==> src/rtl/x_top_uart_rx_ctrl_if.sv <==
// Bus and receive-side signal bundle for the UART receive controller.
// The slave modport is the controller's view; master is the bus/receiver side.
interface x_top_uart_rx_ctrl_if;
    logic       i_rx_valid;
    logic [7:0] i_rx_data;
    logic       i_sel;
    logic       i_wr;
    logic [1:0] i_addr;
    logic [7:0] i_wdata;
    logic [7:0] o_rdata;
    logic       o_ack;
    logic       o_irq;

    // Access handshake: i_sel is a one-cycle request (no back-pressure);
    // o_ack pulses exactly one cycle later with o_rdata valid in that cycle.
    modport slave (
        input  i_rx_valid, i_rx_data, i_sel, i_wr, i_addr, i_wdata,
        output o_rdata, o_ack, o_irq
    );

    modport master (
        output i_rx_valid, i_rx_data, i_sel, i_wr, i_addr, i_wdata,
        input  o_rdata, o_ack, o_irq
    );
endinterface

==> src/rtl/x_top_uart_rx_ctrl.sv <==
// UART receive controller: byte FIFO for received data, a small register
// map (DATA/STATUS/CTRL/CLEAR) and a threshold/overflow level interrupt.
module x_top_uart_rx_ctrl #(
    parameter int p_depth = 4
) (
    input  logic                  i_clk,
    input  logic                  i_rst,
    x_top_uart_rx_ctrl_if.slave   bus
);
    localparam int pw = $clog2(p_depth);
    localparam int cw = $clog2(p_depth + 1);
    localparam logic [cw-1:0] full_cnt = cw'(p_depth);
    localparam logic [pw-1:0] last_ptr = pw'(p_depth - 1);

    logic [7:0]    mem [p_depth];
    logic [pw-1:0] rd_ptr, wr_ptr;
    logic [cw-1:0] count;
    logic          ovf, rx_en, irq_en;
    logic [3:0]    thresh;
    logic [7:0]    rdata;
    logic          ack;

    logic       rd_acc, wr_acc, is_empty, is_full;
    logic       pop, push, flush, ovf_clr, ovf_set, rx_take, irq;
    logic [4:0] eff_thresh;
    logic [7:0] status, ctrl_val, rd_mux;

    function automatic logic [pw-1:0] next_ptr(input logic [pw-1:0] p);
        return (p == last_ptr) ? '0 : p + 1'b1;
    endfunction

    always_comb begin
        rd_acc   = bus.i_sel & ~bus.i_wr;
        wr_acc   = bus.i_sel & bus.i_wr;
        is_empty = (count == '0);
        is_full  = (count == full_cnt);
        pop      = rd_acc && (bus.i_addr == 2'd0) && !is_empty;
        flush    = wr_acc && (bus.i_addr == 2'd3) && bus.i_wdata[0];
        ovf_clr  = wr_acc && (bus.i_addr == 2'd3) && bus.i_wdata[1];
        // rx_en is the registered value, so a byte arriving with a CTRL
        // write that disables reception is still taken.
        rx_take  = bus.i_rx_valid & rx_en;
        push     = rx_take & (!is_full | pop) & !flush;
        ovf_set  = rx_take & is_full & !pop & !flush;

        if (thresh == 4'd0)
            eff_thresh = 5'd1;
        else if ({1'b0, thresh} > 5'(p_depth))
            eff_thresh = 5'(p_depth);
        else
            eff_thresh = {1'b0, thresh};

        irq      = irq_en & ((5'(count) >= eff_thresh) | ovf);
        status   = {4'(count), irq, ovf, is_full, !is_empty};
        ctrl_val = {thresh, 2'b00, irq_en, rx_en};

        rd_mux = 8'h00;
        case (bus.i_addr)
            2'd0:    rd_mux = is_empty ? 8'h00 : mem[rd_ptr];
            2'd1:    rd_mux = status;
            2'd2:    rd_mux = ctrl_val;
            default: rd_mux = 8'h00;
        endcase
    end

    always_ff @(posedge i_clk) begin
        if (i_rst) begin
            rd_ptr <= '0;
            wr_ptr <= '0;
            count  <= '0;
            ovf    <= 1'b0;
            rx_en  <= 1'b0;
            irq_en <= 1'b0;
            thresh <= 4'd0;
            rdata  <= 8'h00;
            ack    <= 1'b0;
        end else begin
            ack <= bus.i_sel;
            if (bus.i_sel)
                rdata <= bus.i_wr ? 8'h00 : rd_mux;

            if (flush) begin
                rd_ptr <= '0;
                wr_ptr <= '0;
                count  <= '0;
            end else begin
                if (push) wr_ptr <= next_ptr(wr_ptr);
                if (pop)  rd_ptr <= next_ptr(rd_ptr);
                if (push && !pop)
                    count <= count + 1'b1;
                else if (pop && !push)
                    count <= count - 1'b1;
            end

            // A new overflow wins over a same-cycle clear request.
            if (ovf_set)
                ovf <= 1'b1;
            else if (ovf_clr)
                ovf <= 1'b0;

            if (wr_acc && bus.i_addr == 2'd2) begin
                rx_en  <= bus.i_wdata[0];
                irq_en <= bus.i_wdata[1];
                thresh <= bus.i_wdata[7:4];
            end
        end
    end

    // Storage is deliberately not reset; count gates all visibility.
    always_ff @(posedge i_clk) begin
        if (push && !i_rst)
            mem[wr_ptr] <= bus.i_rx_data;
    end

    assign bus.o_rdata = rdata;
    assign bus.o_ack   = ack;
    assign bus.o_irq   = irq;
endmodule

==> src/flat_wrapper.sv <==
// flat-port wrapper written by rule: the top's interface ports become plain ports
module x_top_uart_rx_ctrl_flat 
#(
    parameter int p_depth = 4
)
  (i_clk, i_rst, bus_i_rx_valid, bus_i_rx_data, bus_i_sel, bus_i_wr, bus_i_addr, bus_i_wdata, bus_o_rdata, bus_o_ack, bus_o_irq);
  x_top_uart_rx_ctrl_if bus_i ();
  input  logic i_clk;
  input  logic i_rst;
  input wire logic [$bits(bus_i.i_rx_valid)-1:0] bus_i_rx_valid;
  input wire logic [$bits(bus_i.i_rx_data)-1:0] bus_i_rx_data;
  input wire logic [$bits(bus_i.i_sel)-1:0] bus_i_sel;
  input wire logic [$bits(bus_i.i_wr)-1:0] bus_i_wr;
  input wire logic [$bits(bus_i.i_addr)-1:0] bus_i_addr;
  input wire logic [$bits(bus_i.i_wdata)-1:0] bus_i_wdata;
  output wire logic [$bits(bus_i.o_rdata)-1:0] bus_o_rdata;
  output wire logic [$bits(bus_i.o_ack)-1:0] bus_o_ack;
  output wire logic [$bits(bus_i.o_irq)-1:0] bus_o_irq;
  assign bus_i.i_rx_valid = bus_i_rx_valid;
  assign bus_i.i_rx_data = bus_i_rx_data;
  assign bus_i.i_sel = bus_i_sel;
  assign bus_i.i_wr = bus_i_wr;
  assign bus_i.i_addr = bus_i_addr;
  assign bus_i.i_wdata = bus_i_wdata;
  assign bus_o_rdata = bus_i.o_rdata;
  assign bus_o_ack = bus_i.o_ack;
  assign bus_o_irq = bus_i.o_irq;
  x_top_uart_rx_ctrl #(.p_depth(p_depth)) u_core (.i_clk(i_clk), .i_rst(i_rst), .bus(bus_i));
endmodule
==> config.mk <==
export PLATFORM = sky130hd
export DESIGN_NAME = x_top_uart_rx_ctrl_flat
export DESIGN_NICKNAME = d
export VERILOG_FILES = /design/src/rtl/x_top_uart_rx_ctrl_if.sv /design/src/rtl/x_top_uart_rx_ctrl.sv /design/src/flat_wrapper.sv
export SDC_FILE = /design/constraint.sdc
export NUM_CORES = 1
export LEC_CHECK = 0
export ABC_AREA = 1
export CAP_MARGIN = 20
export CELL_PAD_IN_SITES_DETAIL_PLACEMENT = 1
export CELL_PAD_IN_SITES_GLOBAL_PLACEMENT = 1
export CORE_AREA = 3 3 86 88
export CTS_CLUSTER_SIZE = 8
export DETAILED_ROUTE_END_ITERATION = 10
export DIE_AREA = 0 0 89 91
export PLACE_DENSITY = 0.73
export SLEW_MARGIN = 0
export SYNTH_ARGS = -nofsm -noshare
export SYNTH_HDL_FRONTEND = slang
export SYNTH_SLANG_ARGS = --single-unit
export TNS_END_PERCENT = 30
==> constraint.sdc <==
create_clock -name i_clk -period 4.5 [get_ports i_clk]
set_input_delay 1.35 -clock i_clk [delete_from_list [all_inputs] [get_ports i_clk]]
set_output_delay 1.35 -clock i_clk [all_outputs]
set_load 0.02 [all_outputs]
After elaboration in Yosys (flattened, before gate mapping)
Memory sizes are Yosys's and may differ from the RTL's. A register that Yosys moved wholly into a read port is not among the register bits.
Cells that the tools add are included.
Cells by class
  add/subtract/negate cells: 4
  magnitude comparators: 2
  equality and inequality tests: 6
  muxes and demuxes: 15
  bitwise gates (word level): 12
  reductions and logical operators: 21
Operators with widths (count)
  one-hot mux 8 bit (3 select lines): 1
  two-way mux 8 bit: 2
  AND 1 bit: 9
  logical AND 1 bit: 9
  == test 2 bit (second input constant): 4
  two-way mux 2 bit: 4
  logical NOT 1 bit: 6
  two-way mux 3 bit: 2
  >= comparator 3 x 5 -> 1 bit: 1
  two-way mux 5 bit: 1
  adder 2 x 1 -> 2 bit (second input constant): 2
  > comparator 4 x 3 -> 1 bit (second input constant): 1
  logical NOT 4 bit: 1
  two-way mux 1 bit: 4
  two-way mux 4 bit: 1
  nonzero test 2 bit: 2
  adder 3 x 1 -> 3 bit (second input constant): 1
  == test 3 bit (second input constant): 1
  logical NOT 3 bit: 1
  subtractor 3 x 1 -> 3 bit (second input constant): 1
  == test 2 x 1 -> 1 bit (second input constant): 1
  logical NOT 2 bit: 1
  bitwise OR 1 bit: 2
  OR reduction 2 bit: 1
  inverter 1 bit: 1
Storage, ports and cells
  bits in registers: 23
  RAM bits: 32
  input port bits: 23
  output and inout port bits: 10
  word-level logic and storage cells: 70
  memories: 1
Memories
  u_core.mem: depth 4, width 8, read ports 1, clocked after Yosys merged registers in 1, write ports 1, RTL line x_top_uart_rx_ctrl.sv:15  | logic [7:0] mem [p_depth];

Longest topological paths before layout
  word-level depth: 11
  depth in mapped cells: 14
  depth with buffers taken out: 14

Least setup slack after synthesis
OpenSTA, ideal clock, no wires.
  path type: input-to-reg
  start: input port bus_i_wr
  end: register u_core.count[2]
  setup time: 0.123 ns
  arrival: 2.696 ns
  required time: 4.377 ns
  slack: 1.681 ns
  stages: 12
  path buffers: 0
  cells stage by stage: nand2_1 nor2_1 a21oi_1 nand2_2 inv_2 ha_1 inv_1 fa_1 inv_1 o21ai_0 o21ai_1 a21oi_1
On the way
  cells in the longest elaborated chain, start to end: 10
  elaborated cells on any way between the ends: 18
  those cells by class: mux: 1; bitwise: 6; reduce/logical: 11
Ends and longest elaborated chain
  start: declaration: RTL line flat_wrapper.sv:13  | input wire logic [$bits(bus_i.i_wr)-1:0] bus_i_wr;
  inverter 1 bit: RTL line x_top_uart_rx_ctrl.sv:33  | rd_acc = bus.i_sel & ~bus.i_wr;
  AND 1 bit: RTL line x_top_uart_rx_ctrl.sv:33
  logical AND 1 bit (2 in a row): RTL line x_top_uart_rx_ctrl.sv:37  | pop = rd_acc && (bus.i_addr == 2'd0) && !is_empty;
  bitwise OR 1 bit: RTL line x_top_uart_rx_ctrl.sv:43  | push = rx_take & (!is_full | pop) & !flush;
  AND 1 bit: RTL line x_top_uart_rx_ctrl.sv:43
  AND 1 bit (*): RTL line x_top_uart_rx_ctrl.sv:43
  net u_core.push: RTL line x_top_uart_rx_ctrl.sv:24  | logic pop, push, flush, ovf_clr, ovf_set, rx_take, irq;
  logical NOT 1 bit: RTL line x_top_uart_rx_ctrl.sv:91  | else if (pop && !push)
  logical AND 1 bit: RTL line x_top_uart_rx_ctrl.sv:91
  nonzero test 2 bit (no source line)
  end signal: assignment: RTL line x_top_uart_rx_ctrl.sv:90  | count <= count + 1'b1;
  end signal: assignment: RTL line x_top_uart_rx_ctrl.sv:92  | count <= count - 1'b1;
  end: declaration: RTL line x_top_uart_rx_ctrl.sv:17  | logic [cw-1:0] count;
Mark *: on every way through the listed nets, which the timed path passes. The rest lies on a longest branch.
A chain may end at the register's enable or synchronous reset.

Final worst setup path
  start: register u_core.thresh[3]
  end: output port bus_o_irq
On the way
  cells in the longest elaborated chain, start to end: 6
  elaborated cells on any way between the ends: 7
  those cells by class: order compare: 2; mux: 2; bitwise: 2; reduce/logical: 1
Ends and longest elaborated chain
  start: declaration: RTL line x_top_uart_rx_ctrl.sv:19  | logic [3:0] thresh;
  start signal: assignment: RTL line x_top_uart_rx_ctrl.sv:104  | thresh <= bus.i_wdata[7:4];
  > comparator 4 x 3 -> 1 bit: RTL line x_top_uart_rx_ctrl.sv:48  | else if ({1'b0, thresh} > 5'(p_depth))
  two-way mux 4 bit: RTL line x_top_uart_rx_ctrl.sv:48
  two-way mux 5 bit (*): RTL line x_top_uart_rx_ctrl.sv:46  | if (thresh == 4'd0)
  >= comparator 3 x 5 -> 1 bit (*): RTL line x_top_uart_rx_ctrl.sv:53  | irq = irq_en & ((5'(count) >= eff_thresh) | ovf);
  bitwise OR 1 bit (*): RTL line x_top_uart_rx_ctrl.sv:53
  AND 1 bit (*): RTL line x_top_uart_rx_ctrl.sv:53
  end: declaration: RTL line flat_wrapper.sv:18  | output wire logic [$bits(bus_i.o_irq)-1:0] bus_o_irq;
Every way passes the cells marked *; elsewhere a longest branch is shown, timed or not.

==> summary.md <==
| Metric | Value |
|---|---|
| Outcome | finished, final reports clean |
| Fin. Hold Viols | 0 |
| Worst path most repeated cell | nand2_1 |
| Yosys reg bits | 57 |
| Worst path cell trace | nor2_1 -> nand2_1 -> ha_1 -> nand2_1 -> o21bai_1 -> a21oi_1 -> clkdlybuf4s50_1 |
| GR Overflow Total | 0 |
| IO buf count | 30 |
| Fin crit share | 80.76% |
| Post-CTS Hold Buffers | 0 |
| Avg WL per Cell | ~15 µm |
| Most frequent cells in the layout | nand2_1, inv_1, nor2_1, edfxtp_1, clkdlybuf4s50_1 |
| Commonest non-fill, non-tap cell in the layout | nand2_1 |
| Final Max Tran Viols | 0 |
| Via count | 2083 |
| Critical Path RT | 3.15 ns |
| Post-CTS sizing | 0 |
| Syn Nets | 340 |
| Die ar. | 0.008099 mm² |
| Crit path time final | between 3 and 4 ns |
| Unrepaired setup endpoints after global routing | false |
| Starting DRT DRC Count | 70 |
| Worst-Margin Slew | 0.6733 ns |
| Synthesis Warnings | 0 |
| Startpoint Class | flop |
| Met3 Resource Use GR | 2.904% |
| Top_reg_cell synth | edfxtp_1 |
| Placed Instances | 417 |
| Max_slew headroom | 55.05% |
| CP Class | flop to primary output |
| Lkg Pwr | around 1.4 nW |
| Post-route DRC | 0 |
| GRT busiest layer | met2 |
| Setup bufs post-CTS | 0 |
| Mean Syn Cell Area | 8.595 µm² |
| MaxCap Viol Count | 0 |
| CTS tree | done |
| Met2 Use GR | 27.10% |
| I/O pin total | 33 |
| Diode count | 0 |
| CTS HTree Levels | 3 |
| Fillcell total | 810 |
| Final setup violation count | 0 |
| Initial core utilization | around 39% |
| Post-synth ARST share | 0% |
| Antenna viol nets, final | 0 |
| Max VDD drop | about 0.13 mV |
| DRT Pass-1 Iters | 4 |
| Flip-flop and latch area | ~0.0015 mm² |
| Vias per cell | 4.822 |
| Slowest stage cell, crit path | clkdlybuf4s50_1 |
| Initial antenna violation count | 0 |
| Post-synthesis sequential area ratio | 55.38% |
| Met1 Usage GRT | between 20 and 25% |
| Num CTS Buffers | 9 |
| Fin util | between 40% and 50% |
| CTS clk-pin slew, worst paths | approximately 0.06 ns |
| CP max stage delay | 0.63 ns |
| Library cells used by synthesis | 30 |
| First-pass GRT wire length | between 10000 and 15000 µm |
| Die X | 89 µm |
| Fin nets | 381 |
| Worst-path fanout max | 3 |
| WP data arrival | 2.28 ns |
| FP Rows | 30 |
| Worst Setup End Kind | primary output |
| Largest net degree at the start of global routing | 18 |
| EDFF count, synth | 32 |
| Root Buffer | clkbuf_8 |
| Chip Height | between 90 and 100 µm |
| Fin cells | 432 |
| Vias in the first global route | 2159 |
| PwrDens | 318.6 mW/mm² |
| Core area | 0.006719 mm² |
| Area Overhead vs Synth | 20.82% |
| Worst Skew | 0.007111 ns |
| Synthesized instance count | 307 |
| Area of the multi-input gates | 922.1 µm² |
| Mapped Area | ~0.0026 mm² |
| Hold WC Path Type | flop to flop |
| Clock latency on the worst-skew pair | 0.33 ns |
| Share of cells above drive strength 1 | 8.807% |
| Setup TNS | 0 ns |
| Routability cong. | 0.8101 |
| Overall routing resource usage | 16.70% |
| Hpwl dp | between 4000 and 5000 µm |
| Clock sink total | 57 |
| CTS Buffer Depth | 2 |
| Max Fclk | 0.2752 GHz |
| DRT Wirelength | 6355 µm |
critical path: cells and delay by family (launching register included):
family                   cells  cell delay (ns)
adder cells (fa/ha/maj)      1             0.28
flip-flops                   1             0.33
AND/OR/NAND/NOR              3             0.38
AO/OA/AOI/OAI                2             0.35
buffers and inverters        1             0.63
final timing paths:
check                                     startpoint                            endpoint  slack [ns]  cells after the start
setup / recovery       u_core.thresh[3]$_SDFFE_PP0P_                           bus_o_irq        0.87                      7
setup reg to reg        u_core.count[1]$_SDFFE_PP0P_        u_core.count[2]$_SDFFE_PP0P_        2.39                     13
hold reg to reg   u_core.bus.o_rdata[0]$_SDFFE_PP0P_  u_core.bus.o_rdata[0]$_SDFFE_PP0P_        0.46                      2
hold / removal    u_core.bus.o_rdata[0]$_SDFFE_PP0P_  u_core.bus.o_rdata[0]$_SDFFE_PP0P_        0.46                      2
per-stage QoR:
step	instance area [µm²]	hold slack (ns)	power [W]	worst slack [ns]
5_1_grt	3188	0.4965	0.001054	0.7469
4_1_cts	3188	0.4647	0.001023	0.8538
2_1_floorplan	2639	0.4453	0.0006048	1.681
3_5_place_dp	3038	0.4546	0.0006420	0.8223
6_report	3188	0.4625	0.001016	0.8659
3_3_place_gp	3038	0.4529	0.0006387	0.9201
layout make-up:
class	instances	area share (%)
clock buffers	9	3.885
repair buffers	35	10.60
multi-input cells	188	28.92
clock inverters	6	0.8242
inverters	57	6.790
flip-flops and latches	57	45.84
well taps	80	3.140
Yosys cell counts (2+ instances only):
master	n	area (µm²)
a21oi_1	15	75.07
buf_6	2	22.52
dfxtp_1	25	500.5
edfxtp_1	32	960.9
ha_1	9	112.6
inv_1	48	180.2
inv_2	8	30.03
nand2_1	75	281.5
nand2_2	2	12.51
nand3_1	16	80.08
nor2_1	38	142.6
o21ai_0	8	40.04
o21ai_1	12	60.06
where the power goes:
| group | switching (W) | internal [W] |
|---|---|---|
| logic | 0.0000396 | 0.0000320 |
| clock network | 0.000198 | 0.000187 |
| registers | 0.00000464 | 0.000554 |
| total | 0.000242 | 0.000774 |
metal layers:
| layer | vias up | routed length (µm) |
|---|---|---|
| met1 | 982 | 2859 |
| met3 | 12 | 209 |
| met4 | 0 | 123 |
| li1 | 1057 | - |
| met5 | - | 0 |
| met2 | 32 | 3163 |
sequential cells by signal (all words and copies together) (netlist names), named ones only:
signal,cells
u_core.thresh,4
u_core.rx_en,1
u_core.count,3
u_core.rd_ptr,2
u_core.irq_en,1
u_core.bus.o_rdata,8
u_core.ovf,1
u_core.bus.o_ack,1
u_core.wr_ptr,2
u_core.mem,32
cell families (layout without fill, tap and decap cells):
group	Yosys count	in the layout	synth area share, %
fa+ha+maj	10	10	5.026
xor+xnor	1	1	0.3320
mux	1	1	0.3793
buf+inv	62	107	9.673
flops	57	57	55.38
simple gates	134	134	20.48
compound gates	42	42	8.725
(Power assumes the default switching activity.)
